--- src/rtl/mode_stack_pkg.sv ---
// Shared types and helpers for the mode_stack LIFO/FIFO buffer.
// Optional error flags: build with MODE_STACK_ERR_FLAGS_EN.
package mode_stack_pkg;

    typedef enum logic {
        MODE_LIFO = 1'b0,
        MODE_FIFO = 1'b1
    } mode_e;

    function automatic int ptr_width(input int depth);
        return (depth > 1) ? $clog2(depth) : 1;
    endfunction

endpackage

--- src/rtl/mode_stack_mem.sv ---
// Storage array for mode_stack: one synchronous write port,
// one asynchronous read port.
module mode_stack_mem
    import mode_stack_pkg::*;
#(
    parameter int BANDWIDTH = 4,
    parameter int DEPTH     = 8,
    parameter int AW        = ptr_width(DEPTH)
) (
    input  logic                 clk,
    input  logic                 we,
    input  logic [AW-1:0]        waddr,
    input  logic [BANDWIDTH-1:0] wdata,
    input  logic [AW-1:0]        raddr,
    output logic [BANDWIDTH-1:0] rdata
);

    logic [BANDWIDTH-1:0] mem [DEPTH];

    always_ff @(posedge clk) begin
        if (we) begin
            mem[waddr] <= wdata;
        end
    end

    assign rdata = mem[raddr];

endmodule

--- src/rtl/mode_stack.sv ---
// Buffer switchable between LIFO and FIFO order while empty.
// Optional sticky overflow/underflow outputs: MODE_STACK_ERR_FLAGS_EN.
module mode_stack
    import mode_stack_pkg::*;
#(
    parameter int BANDWIDTH = 4,
    parameter int DEPTH     = 8,
    parameter int AF_LEVEL  = DEPTH - 1
) (
    input  logic                       clk,
    input  logic                       rstn,
    input  logic                       mode,
    input  logic                       push,
    input  logic                       pop,
    input  logic [BANDWIDTH-1:0]       data_in,
    output logic [BANDWIDTH-1:0]       data_out,
    output logic [$clog2(DEPTH):0]     count,
    output logic                       full,
    output logic                       empty,
    output logic                       almost_full
`ifdef MODE_STACK_ERR_FLAGS_EN
    ,
    output logic                       overflow,
    output logic                       underflow
`endif
);

    localparam int AW = ptr_width(DEPTH);
    localparam int CW = $clog2(DEPTH) + 1;
    localparam logic [CW-1:0] DEPTH_C = CW'(DEPTH);
    localparam logic [CW-1:0] AF_C    = CW'(AF_LEVEL);

    mode_e                mode_q;
    logic [AW-1:0]        wr_ptr;
    logic [AW-1:0]        rd_ptr;
    logic [AW-1:0]        top_idx;
    logic [AW-1:0]        waddr;
    logic [AW-1:0]        raddr;
    logic [BANDWIDTH-1:0] rdata;
    logic [CW-1:0]        count_d;
    logic                 is_fifo;
    logic                 pop_ok;
    logic                 push_ok;
    logic                 bypass;
    logic                 mem_we;
    logic                 inc;
    logic                 dec;

    assign empty       = (count == '0);
    assign full        = (count == DEPTH_C);
    assign almost_full = (count >= AF_C);

    assign is_fifo = (mode_q == MODE_FIFO);
    assign pop_ok  = pop && !empty;
    assign push_ok = push && (!full || pop_ok);
    // LIFO push+pop on empty hands data_in straight through
    assign bypass  = !is_fifo && empty && push && pop;
    assign mem_we  = push_ok && !bypass;

    // count==DEPTH wraps to 0 here, so top_idx is DEPTH-1 when full
    assign top_idx = count[AW-1:0] - AW'(1);

    always_comb begin
        waddr = wr_ptr;
        raddr = rd_ptr;
        if (!is_fifo) begin
            raddr = top_idx;
            waddr = pop_ok ? top_idx : count[AW-1:0];
        end
    end

    assign inc = mem_we && !pop_ok;
    assign dec = pop_ok && !push_ok;

    always_comb begin
        count_d = count;
        unique case (1'b1)
            inc:     count_d = count + CW'(1);
            dec:     count_d = count - CW'(1);
            default: count_d = count;
        endcase
    end

    always_ff @(posedge clk) begin
        if (rstn) begin
            count    <= '0;
            wr_ptr   <= '0;
            rd_ptr   <= '0;
            data_out <= '0;
            mode_q   <= MODE_LIFO;
        end else begin
            count <= count_d;
            if (is_fifo && mem_we) begin
                wr_ptr <= wr_ptr + AW'(1);
            end
            if (is_fifo && pop_ok) begin
                rd_ptr <= rd_ptr + AW'(1);
            end
            if (bypass) begin
                data_out <= data_in;
            end else if (pop_ok) begin
                data_out <= rdata;
            end
            if (empty && !push_ok) begin
                mode_q <= mode_e'(mode);
            end
        end
    end

`ifdef MODE_STACK_ERR_FLAGS_EN
    always_ff @(posedge clk) begin
        if (rstn) begin
            overflow  <= 1'b0;
            underflow <= 1'b0;
        end else begin
            if (push && full && !pop_ok) begin
                overflow <= 1'b1;
            end
            if (pop && empty && !bypass) begin
                underflow <= 1'b1;
            end
        end
    end
`endif

    mode_stack_mem #(
        .BANDWIDTH (BANDWIDTH),
        .DEPTH     (DEPTH),
        .AW        (AW)
    ) u_mem (
        .clk   (clk),
        .we    (mem_we),
        .waddr (waddr),
        .wdata (data_in),
        .raddr (raddr),
        .rdata (rdata)
    );

endmodule

--- config.mk ---
export PLATFORM = sky130hd
export DESIGN_NAME = mode_stack
export DESIGN_NICKNAME = d
export VERILOG_FILES = /design/src/rtl/mode_stack_pkg.sv /design/src/rtl/mode_stack_mem.sv /design/src/rtl/mode_stack.sv
export SDC_FILE = /design/constraint.sdc
export NUM_CORES = 1
export LEC_CHECK = 0
export BUFFER_PORTS_ARGS = -buffer_cell sky130_fd_sc_hd__buf_2
export CORE_MARGIN = 5
export CORE_UTILIZATION = 56
export CTS_BUF_LIST = sky130_fd_sc_hd__clkbuf_4 sky130_fd_sc_hd__clkbuf_8
export DETAILED_ROUTE_END_ITERATION = 6
export PLACE_DENSITY = 0.77
export SYNTH_ARGS = -nofsm -noshare
export SYNTH_HDL_FRONTEND = slang
export SYNTH_SLANG_ARGS = --single-unit
--- constraint.sdc ---
create_clock -name clk -period 3.35 [get_ports clk]
set_input_delay 0.67 -clock clk [delete_from_list [all_inputs] [get_ports clk]]
set_output_delay 0.67 -clock clk [all_outputs]
set_load 0.02 [all_outputs]
# Word-level counts from Yosys, hierarchy flattened
# Memory sizes are Yosys's and may differ from the RTL's.
# Cells that the tools add are included.
word_totals:
  regBits: 15
  latchBits: 0
  mem_bits_rw: 32
  romBits: 0
  output_inout_bits: 11
  word_cells: 42
  n_memories: 1
memory_table:
  columns: ["memory", "words", "word_bits", "rd", "rd_clocked_by_memory_dff", "wr", "line_no", "text"]
  rows:
  - ["u_mem.mem", 8, 4, 1, 0, 1, "mode_stack_mem.sv:18", "logic [BANDWIDTH-1:0] mem [DEPTH];"]
classes:
  n_addsub: 5
  mul: 0
  div_mod_pow: 0
  magnitude_cmp: 1
  n_eq_ne: 1
  shifts: 0
  muxes: 8
  bitwise_logic: 0
  reduce_logical: 21
op_table:
  columns: ["op", "n"]
  rows:
  - ["logical AND 1 bit", 11]
  - ["2-to-1 mux 3 bit", 3]
  - ["2-to-1 mux 4 bit", 2]
  - ["one-hot mux 4 bit (2 select lines)", 1]
  - ["adder 3 x 1 -> 3 bit, second input constant", 2]
  - ["logical NOT 1 bit", 6]
  - ["adder 4 x 1 -> 4 bit, second input constant", 1]
  - ["equality test 4 bit, second input constant", 1]
  - ["greater-or-equal comparator 4 x 3 -> 1 bit, second input constant", 1]
  - ["logical NOT 4 bit", 1]
  - ["nonzero test 2 bit", 2]
  - ["subtractor 4 x 1 -> 4 bit, second input constant", 1]
  - ["subtractor 3 x 1 -> 3 bit, second input constant", 1]
  - ["2-to-1 mux 1 bit", 2]
  - ["logical OR 1 bit", 1]

# Logic depth before layout (Yosys ltp)
# Gate-level depths: netlist of the first run.
logic_depth:
  word_depth: 8
  depth_mapped: 12
  depth_no_buf: 11

# Hierarchy
# A second synthesis of the first run with hierarchy kept.
unflattened:
  cells_unflattened: 182
  hier_area_um2: 2366.0
modules_own_cells:
  columns: ["mod", "instances", "cells_each", "area_per_inst_um2", "seq_area_each_um2"]
  rows:
  - ["mode_stack_mem", 1, 59, 1290.0, 960.9]
  - ["mode_stack", 1, 123, 1076.0, 300.3]

# Least setup slack after synthesis of the first run
# OpenSTA, ideal clock, no wires.
synth_timing:
  path_kind: "register -> register"
  start: "register count[0]"
  end: "register count[3]"
  setup_time_ns: 0.128
  t_arrival_ns: 2.695
  path_slack_ns: 0.527
  path_stages_with_launch: 13
  period_less_slack_ns: 2.823
  cell_sequence: "dfxtp_1 -> buf_2 -> inv_2 -> ha_1 -> or3b_4 -> clkinv_4 -> nor3_4 -> ha_1 -> a21o_1 -> a21oi_1 -> mux2i_1 -> xnor2_1 -> nor2_1"
synth_between:
  elab_chain_len: 8
  elab_cells_between_ends: 20
synth_rtl:
  columns: ["item", "line_no", "text"]
  rows:
  - ["start, declared", "mode_stack.sv:17", "output logic [$clog2(DEPTH):0] count,"]
  - ["start signal, assigned", "mode_stack.sv:92", "count <= count_d;"]
  - ["logical NOT 4 bit (*)", "mode_stack.sv:49", "assign empty = (count == '0);"]
  - ["named net empty", "mode_stack.sv:19", "output logic empty,"]
  - ["logical NOT 1 bit or logical AND 1 bit (tied branches)", "mode_stack.sv:54, mode_stack.sv:57", null]
  - ["logical AND 1 bit (on tied branches)", "mode_stack.sv:54, mode_stack.sv:57", null]
  - ["logical OR 1 bit or logical AND 1 bit (tied branches)", "mode_stack.sv:55, mode_stack.sv:57", null]
  - ["logical AND 1 bit or logical NOT 1 bit (tied branches)", "mode_stack.sv:55, mode_stack.sv:58", null]
  - ["logical NOT 1 bit or logical AND 1 bit (tied branches)", "mode_stack.sv:73, mode_stack.sv:58", null]
  - ["logical AND 1 bit (on tied branches)", "mode_stack.sv:73, mode_stack.sv:72", null]
  - ["one-hot mux 4 bit (2 select lines) or nonzero test 2 bit (tied branches)", null, null]
# Mark *: on every way through the listed nets, which the timed path passes. The rest lies on a longest branch.
# A chain may end at the register's enable or synchronous reset.

# Final worst setup path of the first run
layout_timing:
  start: "register count[1]"
  end: "register count[3]"
layout_between:
  elab_chain_len: 8
  elab_cells_between_ends: 20
layout_rtl:
  columns: ["item", "line_no"]
  rows:
  - ["logical NOT 4 bit", "mode_stack.sv:49"]
  - ["logical NOT 1 bit or logical AND 1 bit (tied branches)", "mode_stack.sv:54, mode_stack.sv:57"]
  - ["logical AND 1 bit (on tied branches)", "mode_stack.sv:54, mode_stack.sv:57"]
  - ["logical OR 1 bit or logical AND 1 bit (tied branches)", "mode_stack.sv:55, mode_stack.sv:57"]
  - ["logical AND 1 bit or logical NOT 1 bit (tied branches)", "mode_stack.sv:55, mode_stack.sv:58"]
  - ["logical NOT 1 bit or logical AND 1 bit (tied branches)", "mode_stack.sv:73, mode_stack.sv:58"]
  - ["logical AND 1 bit (on tied branches)", "mode_stack.sv:73, mode_stack.sv:72"]
  - ["one-hot mux 4 bit (2 select lines) or nonzero test 2 bit (tied branches)", null]
# Parallel ways exist; a longest one is shown, timed or not.

==> results.md, run 1 <==
- Outcome: complete, no violations
- Worst Path Required: 3540 ps
- Worst-Margin Slew: ~840 ps
- Tot Pwr: 0.00196 W
- Fillers: 362
- TritonCTS clock tree: yes
- Clock skew: roughly 11 ps
- Final period util: 0.818
- GRT overflow: 0
- Leading register cell type out of synthesis: edfxtp_1
- DRC violations left: 0
- Post-DP HPWL: 4.09 mm
- Final hold slack: 535 ps
- Fraction of layout cells with a size suffix above 1: 0.184
- Synth Instances: about 240
- Max-slew violation count: 0
- Placer Congestion: between 0.8 and 0.9
- Syn Nets: 253
- ANT cells: 0
- Io pins: 20
- Async SR Flop Fraction: 0
- Die Area: between 0.005 and 0.006 mm²
- Total setup buffers inserted after CTS: 0
- DR WL/cell: 18.5 µm
- Initial DRC Count: 172
- Clk pin slew, worst setup/hold paths: 90 ps
- Row count: 24
- Max Cap Violations: 0
- Worst Hold Class: reg2reg
- Chip Height: 77.4 µm
- PwrDens: 713 mW/mm²
- Vias in the first global route: 1819
- Area of the multi-input gates: 0.00117 mm²
- Worst slack, placed: 617 ps
- Peak supply drop: between 0.4 and 0.5 mV
- CP Launch Type: flip-flop
- Worst slew margin: 0.437
- Yosys warns: 0
- Cell area after synthesis: 0.00254 mm²
- Drt pass-1 iters: 5
- Clock insertion delay at the later pin of the skew report: 310 ps
- Crit path kind: reg2reg
- Critical Path End Type: flip-flop
- TritonCTS Buffers: 5
- Register Area: 0.00126 mm²
- Initial antenna violation count: 0
- Pin count of the biggest net entering global routing: 22
- I/O Buffers: 19
- Vias post-DR: 1913
- ANT nets after route: 0
- First-pass GRT wire length: a little over 9 mm
- Count of cell types in the netlist: 58
- GRT Overall Usage: 0.196
- Final Hold Vio Count: 0
- Die X: 77.4 µm
- Final Net Count: 271
- Min Clock Period, post-route: 2740 ps
- Root Buffer: clkbuf_8
- TNS Setup: 0 ps
- Register area share after synthesis: 0.496
- Starting density of the core: 0.580
- CORE AREA: about 0.0044 mm²
- Mapped Avg Cell Area: 10.7 µm²
- Post-route cell area: 0.00275 mm²
- Clk buf depth: 2
- Worst endpoint data arrival time: between 2000 and 3000 ps
- Static Leak: 0.994 nW
- CTS sink count: 47
- Setup ws final: approximately 600 ps
- Placed inst area: approximately 0.0027 mm²
- RSZ-0062 raised after global routing: no
- Post-synth EDFFs: 32
- Via density per instance: ~6.2
- Post_cts resized: 0
- Drt total wl: 5.69 mm
- Area Overhead vs Synth: 8.37%
- Max frequency: between 300 and 400 MHz
- Crit Path Max Fanout: 9
- CTS Hold Buffers Added: 0
- Setup violators final: 0
- Flops & latches, synth: 47
- H-tree depth: 2
[stage by stage]
| stage | utilization | cells |
|---|---|---|
| 3_5_place_dp | 0.607 | 300 |
| 2_1_floorplan | - | 237 |
| 5_1_grt | 0.628 | 308 |
| 6_report | 0.628 | 308 |
| 3_3_place_gp | 0.607 | 300 |
| 4_1_cts | 0.628 | 308 |
[cell type report]
class                   count  area share
repair buffers             21      0.0400
clock buffers               5      0.0250
multi-input cells         167       0.426
inverters                  13      0.0195
well taps                  52      0.0236
flip-flops and latches     47       0.458
clock inverters             3     0.00818
[metal layers]
metal | track usage | routed length, µm | vias to the layer above
met5 | 0 | 0 | -
met4 | 0.0636 | 137 | 0
met1 | 0.276 | 2550 | 903
met2 | 0.294 | 2610 | 79
met3 | 0.0556 | 390 | 15
li1 | - | - | 916
[where the power goes]
group          switching, W  internal [W]  leakage [nW]  total (W)
Sequential        0.0000645      0.000696         0.412   0.000760
Clock              0.000203      0.000150        0.0485   0.000352
Combinational      0.000530      0.000321         0.533   0.000851
Total              0.000798       0.00117         0.994    0.00196
[cells in the mapped netlist, types with 6 or more instances]
| master | n | area share |
|---|---|---|
| edfxtp_1 | 32 | 0.38 |
| nor2_1 | 24 | 0.035 |
| nand2_1 | 18 | 0.027 |
| dfxtp_1 | 15 | 0.12 |
| a21oi_1 | 10 | 0.020 |
| inv_1 | 10 | 0.015 |
| a211oi_1 | 8 | 0.024 |
| nand3_1 | 8 | 0.016 |
| nand2b_1 | 7 | 0.017 |
| ha_1 | 6 | 0.030 |
| nor2b_1 | 6 | 0.015 |
| o21ai_0 | 6 | 0.012 |
[flip-flops by register name (all words and copies together), names as in the netlist]
signal	count
data_out	4
is_fifo	1
rd_ptr	3
u_mem.mem	32
wr_ptr	3
count	4
[placed cells by master, fill, tap and decap left out, types with 4 or more instances in the layout]
cell type,instances
buf_2,19
nor2b_1,6
a21oi_1,10
o21ai_0,6
edfxtp_1,32
nand2_1,18
clkbuf_8,5
inv_1,10
dfxtp_1,15
nand3_1,8
o21ai_1,4
ha_1,6
nor2_1,24
o221ai_1,4
nand2b_1,7
a211oi_1,8
a31oi_1,5
xnor2_1,5
[logic make-up after synthesis]
logic type | count (synthesis) | synth area share
multiplexers | 5 | 0.0261
adder cells (fa/ha/maj) | 7 | 0.0374
AO/OA/AOI/OAI | 65 | 0.198
XOR/XNOR | 8 | 0.0276
buffers and inverters | 23 | 0.0423
flip-flops | 47 | 0.496
AND/OR/NAND/NOR | 82 | 0.172
[worst paths after layout]
kind                          start                endpoint  slack, ps  depth (start not counted)
max           count[1]$_SDFFE_PP0P_   count[3]$_SDFFE_PP0P_        610                         11
min          wr_ptr[2]$_SDFFE_PP0P_  wr_ptr[2]$_SDFFE_PP0P_        540                          2
max reg2reg   count[1]$_SDFFE_PP0P_   count[3]$_SDFFE_PP0P_        610                         11
min reg2reg  wr_ptr[2]$_SDFFE_PP0P_  wr_ptr[2]$_SDFFE_PP0P_        540                          2
[worst max-delay path, stage by stage (launching register included)]
cell and delay (ps):
dfxtp_1 460, inv_1 140, ha_1 290, or3b_4 320
clkinv_4 110, nor3_4 250, ha_1 290, a21o_1 180
a21oi_1 170, mux2i_1 230, xnor2_1 140, nor2_1 50
Note: power is estimated with default switching activity, not from simulation.
==> run 2: changes to the inputs <==
- ABC_AREA: default -> 1
- PLACE_DENSITY: 0.77 -> 0.78
- clock period: 3.35 -> 2.65 ns (I/O delays scaled with it)
==> run 2 against run 1 <==
Effect of this change: clock skew is 5.2 ps lower; count of clock-buffer cells in the layout increased by 1; total power rose by 21%; setup slack lost 330 ps; design area fell by 8.0%; global-route usage down 0.92 points; cell count up 6.8%; wire length shrank 18%; register-to-register slack worse by 330 ps; critical endpoint is now u_mem.mem[2][3]$_DFFE_PP_; largest cell class unchanged.
==> results.md, run 2 <==
- Register area share after synthesis: 0.547 (was 0.496)
- Count of cell types in the netlist: 27 (was 58)
- Syn Nets: 270 (was 253)
- Starting density of the core: 0.577 (was 0.580)
- Total setup buffers inserted after CTS: 0 (unchanged)
- CORE AREA: 0.00400 mm² (was 0.00438 mm²)
- Chip Height: 74.2 µm (was 77.4 µm)
- Post-route cell area: 0.00253 mm² (was 0.00275 mm²)
- Worst Hold Class: reg2reg (unchanged)
- Synth Instances: 254 (was 237)
- Area Overhead vs Synth: 9.87% (was 8.37%)
- Post-synth EDFFs: 32 (unchanged)
- CP Launch Type: flip-flop (unchanged)
- Leading register cell type out of synthesis: edfxtp_1 (unchanged)
- DR WL/cell: 14.2 µm (was 18.5 µm)
- Worst path bufs/invs: 1 (was 2)
- Placer Congestion: 0.882 (was 0.896)
- Die Area: 0.00550 mm² (was 0.00599 mm²)
- Vias in the first global route: 1632 (was 1819)
- Via density per instance: 5.42 (was 6.21)
- Initial antenna violation count: 0 (unchanged)
- Worst-Margin Slew: 528 ps (was 844 ps)
- Critical path's largest stage delay: 430 ps (was 460 ps)
- Post-DP HPWL: 3.48 mm (was 4.09 mm)
- Static Leak: 1.08 nW (was 0.994 nW)
- Setup violators final: 0 (unchanged)
- Critical Path End Type: flip-flop (unchanged)
- Final core occ: 0.634 (was 0.628)
- Placed inst area: 0.00244 mm² (was 0.00266 mm²)
- Largest regs: u_mem.mem: 32 flops, count: 4 flops, data_out: 4 flops (unchanged)
- Max-slew violation count: 0 (unchanged)
- Async SR Flop Fraction: 0 (unchanged)
- Count leader, synth: nand2_1 (was edfxtp_1)
- Flops & latches, synth: 47 (unchanged)
- Stages on worst setup path: 8 (was 11)
- Worst Path Required: 2620 ps (was 3540 ps)
- Pin count of the biggest net entering global routing: 16 (was 22)
- DRC violations left: 0 (unchanged)
- Commonest cells post-synth: 61 x nand2_1, 37 x nand3_1, 32 x edfxtp_1 (was 32 x edfxtp_1, 24 x nor2_1, 18 x nand2_1)
- Max Cap Violations: 0 (unchanged)
- Clk pin slew, worst setup/hold paths: 90 ps (about the same)
- Outcome: complete, no violations (unchanged)
- Final hold slack: 470 ps (was 535 ps)
- CTS Hold Buffers Added: 0 (unchanged)
- Clk buf depth: 2 (unchanged)
- Mapped Avg Cell Area: 9.08 µm² (was 10.7 µm²)
- Clock skew: 5.49 ps (was 10.7 ps)
- Commonest cells after routing, fill and taps aside: 61 x nand2_1, 37 x nand3_1, 32 x edfxtp_1 (was 32 x edfxtp_1, 24 x nor2_1, 19 x buf_2)
- Row count: 23 (was 24)
- Biggest area consumer among synthesized cells: edfxtp_1 (unchanged)
- Inst Count DP: 321 (was 300)
- Crit Path Max Fanout: 7 (was 9)
- Worst endpoint data arrival time: 2340 ps (was 2930 ps)
- Root Buffer: clkbuf_8 (unchanged)
- Cells on worst reg2reg path: 8 (was 11)
- CP delay by family, top: simple AND/OR/NAND/NOR gates (unchanged)
- Clock insertion delay at the later pin of the skew report: 300 ps (was 310 ps)
- Hold-critical path depth: 2 (unchanged)
- Final Hold Vio Count: 0 (unchanged)
- Top cells by area, synth: edfxtp_1 42%, dfxtp_1 13%, nand2_1 9.9%, nand3_1 8.0%, inv_1 4.7% (was edfxtp_1 38%, dfxtp_1 12%, nor2_1 3.5%, ha_1 3.0%, nand2_1 2.7%)
- Final Net Count: 294 (was 271)
- TritonCTS clock tree: yes (unchanged)
- Cell Chain, Critical Path: inv_1 > ha_1 > nand3_2 > nand2_2 > xor2_1 > a21boi_0 > nand2_1 > nor2_1 (was inv_1 > ha_1 > or3b_4 > clkinv_4 > nor3_4 > ha_1 > a21o_1 > a21oi_1 > mux2i_1 > xnor2_1 > nor2_1)
- Min Clock Period, post-route: 2370 ps (was 2740 ps)
- TNS Setup: 0 ps (unchanged)
- ANT cells: 0 (unchanged)
- Register with the most flip-flops: u_mem.mem (unchanged)
- Fraction of layout cells with a size suffix above 1: 0.154 (was 0.184)
- Crit path kind: reg2reg (unchanged)
- CTS sink count: 47 (unchanged)
- I/O Buffers: 19 (unchanged)
- Yosys warns: 0 (unchanged)
- TritonCTS Buffers: 5 (unchanged)
- Vias post-DR: 1783 (was 1913)
- Drt pass-1 iters: 4 (was 5)
- Largest register FFs: 32 (unchanged)
- Worst slew margin: 0.647 (was 0.437)
- Die X: 74.2 µm (was 77.4 µm)
- GRT overflow: 0 (unchanged)
- ANT nets after route: 0 (unchanged)
- Final period util: 0.893 (was 0.818)
- First-pass GRT wire length: 7.67 mm (was 9.27 mm)
- H-tree depth: 2 (unchanged)
- Post_cts resized: 0 (unchanged)
- CP max stage cell: dfxtp_1 (unchanged)
- Io pins: 20 (unchanged)
- PwrDens: 940 mW/mm² (was 713 mW/mm²)
- Peak supply drop: 0.483 mV (was 0.409 mV)
- Max frequency: 423 MHz (was 365 MHz)
- Cell area after synthesis: 0.00231 mm² (was 0.00254 mm²)
- Drt total wl: 4.69 mm (was 5.69 mm)
- RSZ-0062 raised after global routing: no (unchanged)
- Synth top area share: 0.416 (was 0.378)
- GRT Overall Usage: 0.187 (was 0.196)
- Initial DRC Count: 108 (was 172)
- Non-Filler Instances: 329 (was 308)
- Leading cell type in the layout, fill and taps excluded: nand2_1 (was edfxtp_1)
-- run 2: cell count changes in the layout (fill, tap and decap cells not counted), moves of 5 or more --
cell	previous run	this run
o21ai_0	6	15
nand2_1	18	61
nor2b_1	6	0
nand2_2	0	5
inv_1	10	29
nand3_1	8	37
a31oi_1	5	0
a211oi_1	8	0
xnor2_1	5	0
nand2b_1	7	1
nor2_1	24	14
a21oi_1	10	15
-- run 2: kinds of logic (layout without fill, tap and decap cells) --
family                   after synthesis  in the layout  synth area share
XOR/XNOR                               3              3            0.0114
AND/OR/NAND/NOR                      124            124             0.240
buffers and inverters                 34             59            0.0629
AO/OA/AOI/OAI                         39             39            0.0976
flip-flops                            47             47             0.547
adder cells (fa/ha/maj)                7              7            0.0412
-- run 2: path summary, 6_finish.rpt --
path | startpoint | endpoint | slack, ps
min | data_out[3]$_SDFFE_PP0P_ | data_out[3]$_SDFFE_PP0P_ | 470
max | count[0]$_SDFFE_PP0P_ | u_mem.mem[2][3]$_DFFE_PP_ | 280
max reg2reg | count[0]$_SDFFE_PP0P_ | u_mem.mem[2][3]$_DFFE_PP_ | 280
min reg2reg | data_out[3]$_SDFFE_PP0P_ | data_out[3]$_SDFFE_PP0P_ | 470
-- run 2: worst reg2reg max path: cells and delay by family, from the launching register on --
| kind | cells | cell delay (ps) |
|---|---|---|
| simple gates | 4 | 750 |
| fa+ha+maj | 1 | 290 |
| flops | 1 | 430 |
| compound gates | 1 | 230 |
| buf+inv | 1 | 170 |
| xor+xnor | 1 | 160 |
-- run 2: per-stage QoR --
step	total power [W]	worst slack (ps)
after floorplan	0.00170	363
after global placement	0.00192	384
after detailed placement	0.00194	325
after CTS	0.00238	272
after global routing	0.00256	45.5
final	0.00238	284
-- run 2: final cells by class --
cell class | count | area [µm²]
Clock inverter | 2 | 16.3
Inverter | 32 | 123
Timing Repair Buffer | 19 | 95.1
Fill cell | 318 | 1470
Multi-Input combinational cell | 173 | 901
Clock buffer | 6 | 76.3
Tap cell | 50 | 62.6
Sequential cell | 47 | 1260
-- run 2: layer usage --
layer  vias up  part of all wire  track usage
met2        39              0.47        0.285
met1       839              0.46        0.253
met3         9             0.060       0.0568
met5         -                 0            0
met4         0             0.018       0.0664
li1        896                 -            -
-- run 2: report_power, final --
group	leakage, nW	switching [W]	internal, W
clock network	0.0452	0.000244	0.000200
registers	0.413	0.0000651	0.000903
logic	0.622	0.000671	0.000299
==> run 3: changes to the inputs <==
- ABC_AREA: 1 -> default
- PLACE_DENSITY: 0.78 -> 0.77
==> run 3 against run 2 <==
Effect of this change: count of clock-buffer cells in the layout did not move; combinational power increased by 16%; critical path type unchanged; critical path depth increased by 3; wire length up 26%.
==> results.md, run 3 (synthesized netlist as in run 1, its figures left out) <==
- Non-Filler Instances: 314 (was 329)
- Register with the most flip-flops: u_mem.mem (unchanged)
- Flop-to-flop setup slack: 180 ps (was 280 ps)
- Final Hold Vio Count: 0 (unchanged)
- Worst-Margin Slew: 714 ps (was 528 ps)
- Io pins: 20 (unchanged)
- Commonest cells after routing, fill and taps aside: 32 x edfxtp_1, 24 x nor2_1, 19 x buf_2 (was 61 x nand2_1, 37 x nand3_1, 32 x edfxtp_1)
- Worst Hold Class: in2reg (was reg2reg)
- CP endpoint: count[3]$_SDFFE_PP0P_ (was u_mem.mem[2][3]$_DFFE_PP_)
- CTS sink count: 47 (unchanged)
- Drt pass-1 iters: 5 (was 4)
- Initial DRC Count: 201 (was 108)
- Placer Congestion: 0.906 (was 0.882)
- Pin count of the biggest net entering global routing: 20 (was 16)
- Inst Count DP: 306 (was 321)
- Post_cts resized: 0 (unchanged)
- Final period util: 0.932 (was 0.893)
- Via density per instance: 6.29 (was 5.42)
- Vias in the first global route: 1888 (was 1632)
- CP Launch Type: flip-flop (unchanged)
- DRC violations left: 0 (unchanged)
- Peak supply drop: 0.436 mV (was 0.483 mV)
- TritonCTS Buffers: 5 (unchanged)
- Root Buffer: clkbuf_8 (unchanged)
- I/O Buffers: 19 (unchanged)
- Cells on worst reg2reg path: 11 (was 8)
- Initial antenna violation count: 0 (unchanged)
- ANT nets after route: 0 (unchanged)
- Chip Height: 77.4 µm (was 74.2 µm)
- Fraction of layout cells with a size suffix above 1: 0.214 (was 0.154)
- Drt total wl: 5.91 mm (was 4.69 mm)
- Clock skew: 7.99 ps (was 5.49 ps)
- Static Leak: 1.02 nW (was 1.08 nW)
- Vias post-DR: 1974 (was 1783)
- H-tree depth: 2 (unchanged)
- RR Startpoint: count[1]$_SDFFE_PP0P_ (was count[0]$_SDFFE_PP0P_)
- Largest regs: u_mem.mem: 32 flops, count: 4 flops, data_out: 4 flops (unchanged)
- Max Cap Violations: 0 (unchanged)
- Total setup buffers inserted after CTS: 0 (unchanged)
- TNS Setup: 0 ps (unchanged)
- GRT overflow: 0 (unchanged)
- RSZ-0062 raised after global routing: no (unchanged)
- Max frequency: 405 MHz (was 423 MHz)
- RR Endpoint: count[3]$_SDFFE_PP0P_ (was u_mem.mem[2][3]$_DFFE_PP_)
- Crit Path Max Fanout: 9 (was 7)
- Worst endpoint data arrival time: 2660 ps (was 2340 ps)
- Die X: 77.4 µm (was 74.2 µm)
- Worst Path Required: 2840 ps (was 2620 ps)
- Post-DP HPWL: 4.28 mm (was 3.48 mm)
- Max-slew violation count: 0 (unchanged)
- Clk pin slew, worst setup/hold paths: 90 ps (about the same)
- Clock insertion delay at the later pin of the skew report: 300 ps (about the same)
- First-pass GRT wire length: 9.45 mm (was 7.67 mm)
- Die Area: 0.00599 mm² (was 0.00550 mm²)
- CTS Hold Buffers Added: 0 (unchanged)
- DR WL/cell: 18.8 µm (was 14.2 µm)
- Crit path kind: reg2reg (unchanged)
- Starting density of the core: 0.580 (was 0.577)
- GRT Overall Usage: 0.203 (was 0.187)
- Critical Path Source: count[1]$_SDFFE_PP0P_ (was count[0]$_SDFFE_PP0P_)
- TritonCTS clock tree: yes (unchanged)
- Worst slew margin: 0.523 (was 0.647)
- CORE AREA: 0.00438 mm² (was 0.00400 mm²)
- PwrDens: 901 mW/mm² (was 940 mW/mm²)
- Setup violators final: 0 (unchanged)
- ANT cells: 0 (unchanged)
- Critical Path End Type: flip-flop (unchanged)
- Largest register FFs: 32 (unchanged)
- Fillers: 366 (was 318)
- Leading cell type in the layout, fill and taps excluded: edfxtp_1 (was nand2_1)
- Hold-critical path depth: 3 (was 2)
- Min Clock Period, post-route: 2470 ps (was 2370 ps)
- Outcome: complete, no violations (unchanged)
- Area Overhead vs Synth: 10.3% (was 9.87%)
- Final Net Count: 277 (was 294)
- Row count: 24 (was 23)
- Clk buf depth: 2 (unchanged)
[run 3: routing by layer]
layer	track usage	wire [µm]	share of wire	vias up
li1	-	-	-	927
met1	0.264	2460	0.42	924
met2	0.319	2660	0.45	94
met3	0.0486	529	0.089	29
met4	0.0962	267	0.045	0
met5	0	0	0	-
[run 3: cell type report]
cell class | count | area, µm² | share of cell area
clock inverters | 2 | 13.8 | 0.00491
repair buffers | 27 | 155 | 0.0554
inverters | 13 | 53.8 | 0.0192
flip-flops and latches | 47 | 1260 | 0.451
multi-input cells | 167 | 1170 | 0.419
clock buffers | 6 | 76.3 | 0.0272
well taps | 52 | 65.1 | 0.0232
[run 3: worst min path at each step]
stage                            from                     end  slack (ps)
6_report                         mode    is_fifo$_SDFFE_PP0P_         490
2_1_floorplan  wr_ptr[2]$_SDFFE_PP0P_  wr_ptr[2]$_SDFFE_PP0P_         480
3_5_place_dp   wr_ptr[2]$_SDFFE_PP0P_  wr_ptr[2]$_SDFFE_PP0P_         520
4_1_cts                          mode    is_fifo$_SDFFE_PP0P_         480
5_1_grt                          mode    is_fifo$_SDFFE_PP0P_         490
3_3_place_gp   wr_ptr[2]$_SDFFE_PP0P_  wr_ptr[2]$_SDFFE_PP0P_         510
[run 3: through the flow]
stage | setup WS [ps] | total power, W | util | area (µm²) | hold slack, ps
final | 180 | 0.00253 | 0.639 | 2800 | 487
after global routing | 32.5 | 0.00267 | 0.639 | 2800 | 488
after global placement | 251 | 0.00207 | 0.619 | 2710 | 509
after floorplan | 3.00 | 0.00179 | - | 2550 | 484
after detailed placement | 196 | 0.00209 | 0.619 | 2710 | 517
after CTS | 175 | 0.00252 | 0.639 | 2800 | 480
[run 3: power by group]
part | internal [W] | switching (W) | leakage [nW]
clock network | 0.000197 | 0.000243 | 0.0486
logic | 0.000428 | 0.000699 | 0.563
registers | 0.000882 | 0.0000770 | 0.413
total | 0.00151 | 0.00102 | 1.02
[run 3: worst max-delay path: stages (launching register included)]
cell and delay, ps:
dfxtp_2 370, inv_1 140, ha_2 210, or3b_4 430, clkinv_4 120, nor3_4 50
ha_1 280, a21o_1 180, a21oi_1 160, mux2i_1 230, xnor2_1 140, nor2_1 60
